## config.mk

```make
export PLATFORM = sky130hd
export DESIGN_NAME = frame_triple_buffer_ctrl
export DESIGN_NICKNAME = d
export VERILOG_FILES = /design/src/rtl/frame_buf_pkg.sv /design/src/rtl/rise_edge_det.sv /design/src/rtl/frame_triple_buffer_ctrl.sv
export SDC_FILE = /design/constraint.sdc
export NUM_CORES = 1
export LEC_CHECK = 0
export ABC_AREA = 1
export CAP_MARGIN = 0
export CORE_MARGIN = 8
export CORE_UTILIZATION = 43
export CTS_BUF_LIST = sky130_fd_sc_hd__clkbuf_8
export CTS_CLUSTER_DIAMETER = 200
export DETAILED_ROUTE_END_ITERATION = 10
export GPL_ROUTABILITY_DRIVEN = 0
export PLACE_DENSITY = 0.8
export SLEW_MARGIN = 20
export SYNTH_ARGS = -nofsm -noshare
export SYNTH_HDL_FRONTEND = slang
export SYNTH_SLANG_ARGS = --single-unit
export TNS_END_PERCENT = 30
```

## constraint.sdc

```tcl
create_clock -name clk -period 2 [get_ports clk]
set_input_delay 0.6 -clock clk [delete_from_list [all_inputs] [get_ports clk]]
set_output_delay 0.6 -clock clk [all_outputs]
set_load 0.05 [all_outputs]
```

## src/rtl/frame_buf_pkg.sv

```systemverilog
// Shared types and reset constants for the triple-buffer frame controller.
package frame_buf_pkg;

  // Scheduler states: parked, waiting for the first captured frame, steady state
  typedef enum logic [1:0] {
    ST_IDLE  = 2'd0,
    ST_FIRST = 2'd1,
    ST_RUN   = 2'd2
  } state_e;

  // Index of one of the three frame buffers
  typedef logic [1:0] buf_idx_t;

  // Role assignment after reset or while idle: writer 0, reader 1, spare 2
  localparam buf_idx_t IDX_W_RST = 2'd0;
  localparam buf_idx_t IDX_R_RST = 2'd1;
  localparam buf_idx_t IDX_S_RST = 2'd2;

endpackage : frame_buf_pkg

```

## src/rtl/rise_edge_det.sv

```systemverilog
// Single-bit rising-edge detector; the pulse is high in the first cycle the input is sampled high.
module rise_edge_det (
  input  logic clk,
  input  logic reset,
  input  logic d_i,
  output logic rise_c_o
);

  logic d_q;

  // Delayed copy of the input used as the edge reference
  always_ff @(posedge clk) begin
    if (reset) begin
      d_q <= 1'b0;
    end else begin
      d_q <= d_i;
    end
  end

  assign rise_c_o = d_i & ~d_q;

endmodule : rise_edge_det

```

## src/rtl/frame_triple_buffer_ctrl.sv

```systemverilog
// Triple-buffer scheduler between a frame writer and a frame reader.
// Roles W (writer), R (reader) and S (spare) always form a permutation of {0,1,2}.
module frame_triple_buffer_ctrl
  import frame_buf_pkg::*;
#(
  parameter int unsigned             ADDR_WIDTH = 32,
  parameter logic [ADDR_WIDTH-1:0]   BUFFER0    = ADDR_WIDTH'(32'h30880000),
  parameter logic [ADDR_WIDTH-1:0]   LENGTH     = ADDR_WIDTH'(32'h0005DC00),
  parameter int unsigned             CNT_WIDTH  = 8
) (
  input  logic                  clk,
  input  logic                  reset,
  input  logic                  enable,
  input  logic                  wr_done,
  input  logic                  rd_done,
  output logic                  wr_go,
  output logic                  rd_go,
  output logic [ADDR_WIDTH-1:0] wr_base,
  output logic [ADDR_WIDTH-1:0] rd_base,
  output logic [1:0]            wr_idx,
  output logic [1:0]            rd_idx,
  output logic                  fresh,
  output logic [CNT_WIDTH-1:0]  frame_cnt,
  output logic [CNT_WIDTH-1:0]  drop_cnt,
  output logic [CNT_WIDTH-1:0]  repeat_cnt
);

  logic wr_rise_c;
  logic rd_rise_c;

  state_e                state_q, state_d;
  buf_idx_t              w_q, w_d;
  buf_idx_t              r_q, r_d;
  buf_idx_t              s_q, s_d;
  logic                  fresh_q, fresh_d;
  logic                  wr_go_q, wr_go_d;
  logic                  rd_go_q, rd_go_d;
  logic [CNT_WIDTH-1:0]  frame_q, frame_d;
  logic [CNT_WIDTH-1:0]  drop_q, drop_d;
  logic [CNT_WIDTH-1:0]  rep_q, rep_d;
  logic [ADDR_WIDTH-1:0] wr_base_q;
  logic [ADDR_WIDTH-1:0] rd_base_q;

  function automatic logic [ADDR_WIDTH-1:0] base_of(input buf_idx_t idx);
    return BUFFER0 + ADDR_WIDTH'(idx) * LENGTH;
  endfunction

  function automatic logic [CNT_WIDTH-1:0] sat_inc(input logic [CNT_WIDTH-1:0] v);
    return (&v) ? v : v + CNT_WIDTH'(1);
  endfunction

  rise_edge_det u_wr_edge (
    .clk      (clk),
    .reset    (reset),
    .d_i      (wr_done),
    .rise_c_o (wr_rise_c)
  );

  rise_edge_det u_rd_edge (
    .clk      (clk),
    .reset    (reset),
    .d_i      (rd_done),
    .rise_c_o (rd_rise_c)
  );

  // Next-state, role rotation and counter updates
  always_comb begin
    state_d = state_q;
    w_d     = w_q;
    r_d     = r_q;
    s_d     = s_q;
    fresh_d = fresh_q;
    frame_d = frame_q;
    drop_d  = drop_q;
    rep_d   = rep_q;

    if (!enable) begin
      state_d = ST_IDLE;
      w_d     = IDX_W_RST;
      r_d     = IDX_R_RST;
      s_d     = IDX_S_RST;
      fresh_d = 1'b0;
    end else begin
      unique case (state_q)
        ST_IDLE: begin
          state_d = ST_FIRST;
        end
        ST_FIRST: begin
          // First completed frame goes straight to the reader
          if (wr_rise_c) begin
            w_d     = r_q;
            r_d     = w_q;
            fresh_d = 1'b0;
            frame_d = sat_inc(frame_q);
            state_d = ST_RUN;
          end
        end
        ST_RUN: begin
          if (wr_rise_c && rd_rise_c) begin
            // Reader takes the frame just finished; an unread spare is discarded
            r_d     = w_q;
            w_d     = s_q;
            s_d     = r_q;
            fresh_d = 1'b0;
            if (fresh_q) drop_d = sat_inc(drop_q);
          end else if (wr_rise_c) begin
            w_d     = s_q;
            s_d     = w_q;
            fresh_d = 1'b1;
            if (fresh_q) drop_d = sat_inc(drop_q);
          end else if (rd_rise_c) begin
            if (fresh_q) begin
              r_d     = s_q;
              s_d     = r_q;
              fresh_d = 1'b0;
            end else begin
              rep_d = sat_inc(rep_q);
            end
          end
          if (wr_rise_c) frame_d = sat_inc(frame_q);
        end
        default: begin
          state_d = ST_IDLE;
          w_d     = IDX_W_RST;
          r_d     = IDX_R_RST;
          s_d     = IDX_S_RST;
          fresh_d = 1'b0;
        end
      endcase
    end

    wr_go_d = (state_d != ST_IDLE);
    rd_go_d = (state_d == ST_RUN);
  end

  // State, roles, counters and bases
  always_ff @(posedge clk) begin
    if (reset) begin
      state_q   <= ST_IDLE;
      w_q       <= IDX_W_RST;
      r_q       <= IDX_R_RST;
      s_q       <= IDX_S_RST;
      fresh_q   <= 1'b0;
      wr_go_q   <= 1'b0;
      rd_go_q   <= 1'b0;
      frame_q   <= '0;
      drop_q    <= '0;
      rep_q     <= '0;
      wr_base_q <= base_of(IDX_W_RST);
      rd_base_q <= base_of(IDX_R_RST);
    end else begin
      state_q   <= state_d;
      w_q       <= w_d;
      r_q       <= r_d;
      s_q       <= s_d;
      fresh_q   <= fresh_d;
      wr_go_q   <= wr_go_d;
      rd_go_q   <= rd_go_d;
      frame_q   <= frame_d;
      drop_q    <= drop_d;
      rep_q     <= rep_d;
      wr_base_q <= base_of(w_d);
      rd_base_q <= base_of(r_d);
    end
  end

  assign wr_go      = wr_go_q;
  assign rd_go      = rd_go_q;
  assign wr_base    = wr_base_q;
  assign rd_base    = rd_base_q;
  assign wr_idx     = w_q;
  assign rd_idx     = r_q;
  assign fresh      = fresh_q;
  assign frame_cnt  = frame_q;
  assign drop_cnt   = drop_q;
  assign repeat_cnt = rep_q;

endmodule : frame_triple_buffer_ctrl

```

# Word-level counts from Yosys, hierarchy flattened
# Index checks and enable logic that the tools add are counted.
# W data, S select, Z words.
dict set report classes {
  n_addsub 5
  muxes 29
  n_div 0
  shifts 0
  reduce_logical 15
  eq_ne 6
  magnitude_cmp 0
  mul 2
  n_bitwise 12
}
# op count
set op_table {}
lappend op_table {{$add A30 B21 Y31 const A} 2}
lappend op_table {{$mux W2} 16}
lappend op_table {{$mux W8} 4}
lappend op_table {{$add A8 B1 Y8 const B} 3}
lappend op_table {{$reduce_and A8 Y1} 3}
lappend op_table {{$mul A2 B9 Y11 const B} 2}
lappend op_table {{$pmux W2 S3} 3}
lappend op_table {{$not A1 Y1} 10}
lappend op_table {{$reduce_and A3 Y1} 3}
lappend op_table {{$ne A4 B4 Y1 const B} 2}
lappend op_table {{$reduce_and A7 Y1} 1}
lappend op_table {{$reduce_or A2 Y1} 3}
lappend op_table {{$eq A2 B2 Y1 const B} 2}
lappend op_table {{$mux W1} 4}
lappend op_table {{$pmux W2 S2} 1}
lappend op_table {{$reduce_and A4 Y1} 1}
lappend op_table {{$reduce_bool A2 Y1} 2}
lappend op_table {{$pmux W1 S3} 1}
lappend op_table {{$and A1 B1 Y1} 2}
lappend op_table {{$eq A2 B1 Y1 const B} 1}
lappend op_table {{$logic_not A2 Y1} 1}
lappend op_table {{$ne A2 B2 Y1 const B} 1}
lappend op_table {{$logic_and A1 B1 Y1} 1}
dict set report word_totals {
  out_inout_bits 95
  reg_bits 101
  ram_bits 0
  mem_bits_ro 0
  latch_bits 0
  mem_count 0
}

# Depth between registers and ports, before layout
# Gate-level depths: netlist of the first run.
dict set report logic_depth {
  depth_word 9
  depth_mapped 14
}

# By module
# From an unflattened synthesis of the first run, not the netlist that was laid out.
dict set report hier_totals {
  cells_unflattened 387
  hier_area_um2 2927.8
}
# module area_per_inst_um2 seq_area_each_um2 cells_each instances
set modules_own_cells {}
lappend modules_own_cells {frame_triple_buffer_ctrl 2865.2 940.9 379 1}
lappend modules_own_cells {rise_edge_det 31.3 20.0 4 2}

# Worst setup path after synthesis of the first run
# OpenSTA, ideal clock, no wires.
dict set report synth_path {
  path_type {register -> register}
  start {register fresh_q (netlist: fresh)}
  end {register rd_base_q[20] (netlist: rd_base[20])}
  stages_incl_launch_ff 12
  synth_period_minus_slack_ns 1.997
  path_buffers 0
  setup_slack_ns 0.003
  t_arrival_ns 1.869
  setup_time_ns 0.128
  t_required_ns 1.872
  cell_sequence {dfxtp_1 inv_1 nor2_1 nand3_1 o21ai_0 nand2_1 nand3_2 inv_2 ha_1 ha_1 inv_1 nor2_1}
}
dict set report synth_via {
  elab_chain_cells 8
}
# element line
set synth_lines {}
lappend synth_lines {{start, declared} frame_triple_buffer_ctrl.sv:35} ;# logic fresh_q, fresh_d;
lappend synth_lines {{start signal, assigned} frame_triple_buffer_ctrl.sv:156} ;# fresh_q <= fresh_d;
lappend synth_lines {{$mux W2} frame_triple_buffer_ctrl.sv:112} ;# if (fresh_q) begin
lappend synth_lines {{$mux W2} frame_triple_buffer_ctrl.sv:111} ;# end else if (rd_rise_c) begin
lappend synth_lines {{$mux W2} frame_triple_buffer_ctrl.sv:106} ;# end else if (wr_rise_c) begin
lappend synth_lines {{$mux W2} frame_triple_buffer_ctrl.sv:99} ;# if (wr_rise_c && rd_rise_c) begin
lappend synth_lines {{$pmux W2 S3} frame_triple_buffer_ctrl.sv:84} ;# unique case (state_q)
lappend synth_lines {{$mux W2} frame_triple_buffer_ctrl.sv:77} ;# if (!enable) begin
lappend synth_lines {{net r_d[0]} frame_triple_buffer_ctrl.sv:33} ;# buf_idx_t r_q, r_d;
lappend synth_lines {{$mul A2 B9 Y11} frame_triple_buffer_ctrl.sv:45} ;# return BUFFER0 + ADDR_WIDTH'(idx) * LENGTH;
lappend synth_lines {{$add A30 B21 Y31} frame_triple_buffer_ctrl.sv:45}
lappend synth_lines {{end signal, assigned} frame_triple_buffer_ctrl.sv:150} ;# rd_base_q <= base_of(IDX_R_RST);
lappend synth_lines {{end signal, assigned} frame_triple_buffer_ctrl.sv:163} ;# rd_base_q <= base_of(r_d);
lappend synth_lines {{end, declared} frame_triple_buffer_ctrl.sv:42} ;# logic [ADDR_WIDTH-1:0] rd_base_q;
# The timed path passes the listed nets, and every way through them passes these cells.
# A chain may end at the register's enable or synchronous reset.

# Worst setup path in the final report of the first run
dict set report layout_path {
  start {register state_q[0]}
  end {register rd_base_q[11] (netlist: rd_base[11])}
}
dict set report layout_via {
  elab_chain_cells 5
}
# element line
set layout_lines {}
lappend layout_lines {{start, declared} frame_triple_buffer_ctrl.sv:31} ;# state_e state_q, state_d;
lappend layout_lines {{start signal, assigned} frame_triple_buffer_ctrl.sv:152} ;# state_q <= state_d;
lappend layout_lines {{$eq A2 B2 Y1, or another cell as far along} frame_triple_buffer_ctrl.sv:84}
lappend layout_lines {{$pmux W2 S3 (*)} frame_triple_buffer_ctrl.sv:84}
lappend layout_lines {{$mux W2 (*)} frame_triple_buffer_ctrl.sv:77}
lappend layout_lines {{net r_d[0]} frame_triple_buffer_ctrl.sv:33}
lappend layout_lines {{$mul A2 B9 Y11 (*)} frame_triple_buffer_ctrl.sv:45}
lappend layout_lines {{$add A30 B21 Y31 (*)} frame_triple_buffer_ctrl.sv:45}
# The timed path passes the listed nets; every way through them passes the cells marked *.

==> results.toml, run 1 <==
[status]
status = "completed"

[cts]
clock_latency_ns = 0.30
cts_buffers = 5
holdBufCountCts = 0
clockBufferDepth = 2
cts-root-buf = "clkbuf_8"
clock-sinks = 50
htree_num_levels = 2
cts_tree = "built"
clk_pin_slew_ns = 0.08

[run]
cap_viol_max_count = 0

[global_routing]
grt_pass1_vias = 2271
grt_max_degree = 18
grt_usage_pct = 13.2
antenna_found_initial = 0
grt_pass1_wl_um = 10600
gr-total-overflow = 0

[finish]
final_common_cell = "nand2_1"
nFillCells = 664
final_util_pct = 51.8
antennaDiodeCount = 0
layout-drive-gt1-share_pct = 27.1
layout.nets = 484
area_growth_pct = 19.3
final_cell_mix = "nand2_1 (86), buf_4 (79), dfxtp_1 (48)"
fin_area_um2 = 3460
final-seq-area_um2 = 1000
multi_input_area_um2 = 1510

[floorplan]
die_area_um2 = 9640
die_w_um = 98.2
io_pins = 100
die_h_um = 98.2
rows = 30
start_util_pct = 43.4
core-area_um2 = 6680

[route]
drc = 0
drtIter0Drc = 80
drt_wl_total_um = 6510
via_per_inst = 4.51
postRouteAntennaNets = 0
wire_per_inst_um = 12.0
firstDrtPassIters = 4
dr_total_vias = 2442

[sta]
fmax_ghz = 0.529
whs_ns = 0.515
maxSlewViolCount = 0
hold_viol_final = 0
setup_viol = 0
setup_slack_ns = 0.111
tns_ns = 0
finalCritPeriodShare_pct = 94.4
period_minus_slack_ns = 1.89
clock_skew_ns = 0.00396
rsz0062_at_grt = "no"

[synth]
synth_area_um2 = 2900
postSynthAreaPerCell_um2 = 7.44
yosysUniqueCellTypes = 28
syn_inst = 390
ys_ff_latch = 50
ys_warn_count = 0
synth.top_cell.area_share_pct = 34.5
synth_area_leaders = "dfxtp_1 (34%), buf_4 (13%), nand2_1 (12%), ha_1 (7.8%), nor2_1 (4.7%)"
synth-seq-area-share_pct = 34.5
yosys.area.top_type = "dfxtp_1"

[place]
port_buffers = 59
place_area_um2 = 3340
post-place-ws_ns = -0.636
place_hpwl_um = 5110

[critical_path]
arrival_ns = 2.08
critical_path_class = "reg2reg"
critPathCaptureType = "register"
cp-start-kind = "register"
critPathRequiredTime_ns = 2.19
path_max_fanout = 7

[pwr]
ir_drop_mv = 0.323
p_leak_nw = 1.69
power.density_nw_per_um2 = 562

[hold_path]
holdCritPathClass = "reg2reg"
[final timing paths]
| kind | start | cells after the start | end | slack, ns |
|---|---|---|---|---|
| worst max-delay path | state_q[0] | 9 | rd_base[11] | 0.11 |
| worst min-delay path | drop_cnt[4] | 2 | drop_cnt[4] | 0.52 |
| worst max register to register | state_q[0] | 9 | rd_base[11] | 0.11 |
| worst min register to register | drop_cnt[4] | 2 | drop_cnt[4] | 0.52 |
[through the flow]
step                      cells  power (mW)
final                       541        1.94
after global routing        541        2.04
after CTS                   541        1.96
after detailed placement    531        1.42
after global placement      531        1.42
after floorplan             428        1.41
[synthesized netlist by cell type]
cell	instances
nor2_4	2
conb_1	2
o21ai_0	9
inv_4	2
inv_2	4
nand3_1	19
xnor2_1	5
buf_6	2
nor2_1	36
dfxtp_1	50
nand2_1	89
nand3b_1	1
nor2_2	5
xor2_1	12
a22oi_1	1
buf_4	51
or2_2	2
ha_1	18
clkbuf_1	4
nor3_1	4
nand2_4	2
inv_1	31
nand4_1	1
a21oi_1	24
nand2_2	4
o21ai_1	7
nor3_4	1
nand3_2	2
[cell families (layout without fill, tap and decap cells)]
group,count (synthesis),count (layout),synth area share (%)
buffers and inverters,94,127,19.4
AO/OA/AOI/OAI,41,41,7.16
XOR/XNOR,17,17,5.13
flip-flops,50,50,34.5
AND/OR/NAND/NOR,168,168,25.8
adder cells (fa/ha/maj),18,18,7.76
other,2,40,0.259
[layer usage]
metal  track usage (%)  vias to the layer above  routed length (um)
li1                  -                     1260                   -
met1              13.4                     1105                2580
met2              24.9                       72                3370
met3              3.77                        5                 462
met4              5.19                        0                  88
met5                 0                        -                   0
[final cells by class]
class	count	share of cell area [%]
well taps	80	2.89
multi-input cells	284	43.7
clock inverters	2	0.217
inverters	37	4.16
flip-flops and latches	50	29.0
repair buffers	83	18.1
clock buffers	5	1.99
[critical path, stage by stage (launching register included)]
cell and delay [ns]:
dfxtp_2 0.34, inv_1 0.10, ha_2 0.28, nand2_1 0.07
o21ai_0 0.18, nand2_1 0.09, nand3_2 0.11, inv_2 0.06
ha_1 0.28, or2_2 0.26
[sequential cells by signal (all words and copies together), names as in the netlist, 2 cells and up]
signal	cells
wr_base	7
rd_base	7
s_q	2
rd_idx	2
state_q	2
frame_cnt	8
drop_cnt	8
repeat_cnt	8
[repair_timing]
item	4_1_cts	5_1_grt
gates resized for setup	8	15
setup endpoints to repair	10	9
pin swaps	4	6
setup buffers	3	0
gates cloned	0	0
[report_power, final]
group / switching [mW] / internal (mW)
sequential: 0.0102 / 1.01
combinational: 0.314 / 0.0817
clock: 0.299 / 0.231
Note: power is estimated with default switching activity, not from simulation.
==> run 2: changes to the inputs <==
Settings changed: CORE_UTILIZATION 43 to 59, DONT_BUFFER_PORTS from default to 1, PLACE_DENSITY 0.8 to 0.78.
==> results.toml, run 2 (synthesized netlist as in run 1, its figures left out) <==
[floorplan]
die_w_um = 86.1
core-area_um2 = 4720
rows = 25
die_area_um2 = 7420
die_h_um = 86.1
io_pins = 100
start_util_pct = 61.5

[pwr]
internal_power_mw = 1.55
power.density_nw_per_um2 = 689
p_leak_nw = 1.50
combinationalPowerShare_pct = 14.5
ir_drop_mv = 0.568
p_sw_mw = 0.628
power_mw = 2.18
clkPwrFrac_pct = 38.2
swShare_pct = 28.8
p_seq_share_pct = 47.3

[route]
via_per_inst = 4.75
drtIter0Drc = 82
postRouteAntennaNets = 0
wire_per_inst_um = 11.8
dr_total_vias = 2314
drt_wl_total_um = 5740
drc = 0
firstDrtPassIters = 4

[hold_path]
holdPathStages = 1
holdCritPathClass = "in2reg"
min_from = "reset"
min_to = "frame_cnt[7]"

[finish]
layout-drive-gt1-share_pct = 18.6
antennaDiodeCount = 0
final_common_cell = "nand2_1"
layout.nets = 442
fin_area_um2 = 3160
final_cell_mix = "nand2_1 (88), dfxtp_1 (48), buf_4 (41)"
area_growth_pct = 9.01
nFillCells = 398

[cts]
clk_pin_slew_ns = 0.09
clock-sinks = 50
htree_num_levels = 2
post_cts_buffers = 0
cts-root-buf = "clkbuf_8"
clock_latency_ns = 0.30
cts_tree = "built"
cts_buffers = 5
clockBufferDepth = 2
holdBufCountCts = 0
post_cts_resized = 0

[sta]
relSlewSlack_pct = 58.3
period_minus_slack_ns = 1.87
clock_skew_ns = 0.00667
setup_slack_ns = 0.132
fmax_ghz = 0.535
finalCritPeriodShare_pct = 93.4
hold_viol_final = 0
maxSlewViolCount = 0
tightest_slew_ns = 0.624
setup_viol = 0
rsz0062_at_grt = "no"

[place]
port_buffers = 0
place_hpwl_um = 4440
place_area_um2 = 3020
post-place-ws_ns = -0.103

[critical_path]
reg2reg_depth = 11
path_max_fanout = 8
reg2reg_slack_ns = 0.13
cp-start-kind = "register"
r2r_end = "rd_base[20]"
arrival_ns = 2.08
critPathRequiredTime_ns = 2.21
critPathCaptureType = "register"
r2r_start = "state_q[0]"
critical_path_class = "reg2reg"

[global_routing]
gr-total-overflow = 0
antenna_found_initial = 0
grt_usage_pct = 15.5
grt_max_degree = 38
grt_pass1_wl_um = 9460
grt_pass1_vias = 2088

[run]
cap_viol_max_count = 0

[status]
status = "completed"
## run 2: cell types whose count changed in the layout (fill, tap and decap cells not counted), moves of 2 or more
cell,before,now
inv_1,29,31
clkbuf_2,2,0
inv_2,8,4
nand2_1,86,88
buf_4,79,41
bufinv_16,0,2
## run 2: worst max-delay path by stage
stage          startpoint           to  slack [ns]  cells past startpoint
2_1_floorplan       fresh  rd_base[20]       0.003                     11
3_3_place_gp      wr_done  rd_base[20]       -0.03                     13
3_5_place_dp      wr_done  rd_base[20]       -0.10                     13
4_1_cts        state_q[0]  rd_base[20]        0.06                     11
5_1_grt        state_q[0]  rd_base[20]       0.002                     11
6_report       state_q[0]  rd_base[20]        0.13                     11
## run 2: worst max-delay path: stages, from the launching register on
cell and delay [ns]:
dfxtp_2 0.34, inv_1 0.09, ha_2 0.27, nand2_1 0.07, o21ai_0 0.16, nand2_1 0.09
nand3_2 0.09, inv_2 0.06, ha_1 0.22, ha_1 0.30, inv_1 0.05, nor2_1 0.03
## run 2: power groups by stage
stage	registers, mW	logic (mW)	clock network [mW]
6_report	1.03	0.315	0.834
5_1_grt	1.03	0.335	0.888
4_1_cts	1.03	0.311	0.856
3_5_place_dp	1.05	0.310	0
3_3_place_gp	1.05	0.309	0
2_1_floorplan	1.07	0.338	0
## run 2: through the flow
stage | util, % | cells | TNS [ns] | hold slack (ns)
floorplan | - | 428 | 0 | 0.464
global placement | 63.9 | 479 | -0.0260 | 0.473
detailed placement | 63.9 | 479 | -0.123 | 0.483
CTS | 66.8 | 487 | 0 | 0.342
global route | 67.0 | 487 | 0 | 0.338
finish | 67.0 | 487 | 0 | 0.355
## run 2: per-layer routing
metal  up-vias  GRT usage, %  routed length (um)
li1       1181             -                   -
met1      1032          16.5                2250
met2        95          27.9                2780
met3         6          5.44                 655
met4         0          4.78                  49
met5         -             0                   0
## run 2: layout make-up
cell class	count	area (um^2)	share of cell area, %
inverter	37	144	4.55
multi-input combinational	284	1490	47.0
timing repair buffer	41	308	9.73
tap	67	83.8	2.65
clock inverter	3	68.8	2.17
clock buffer	5	68.8	2.17
sequential	50	1000	31.7
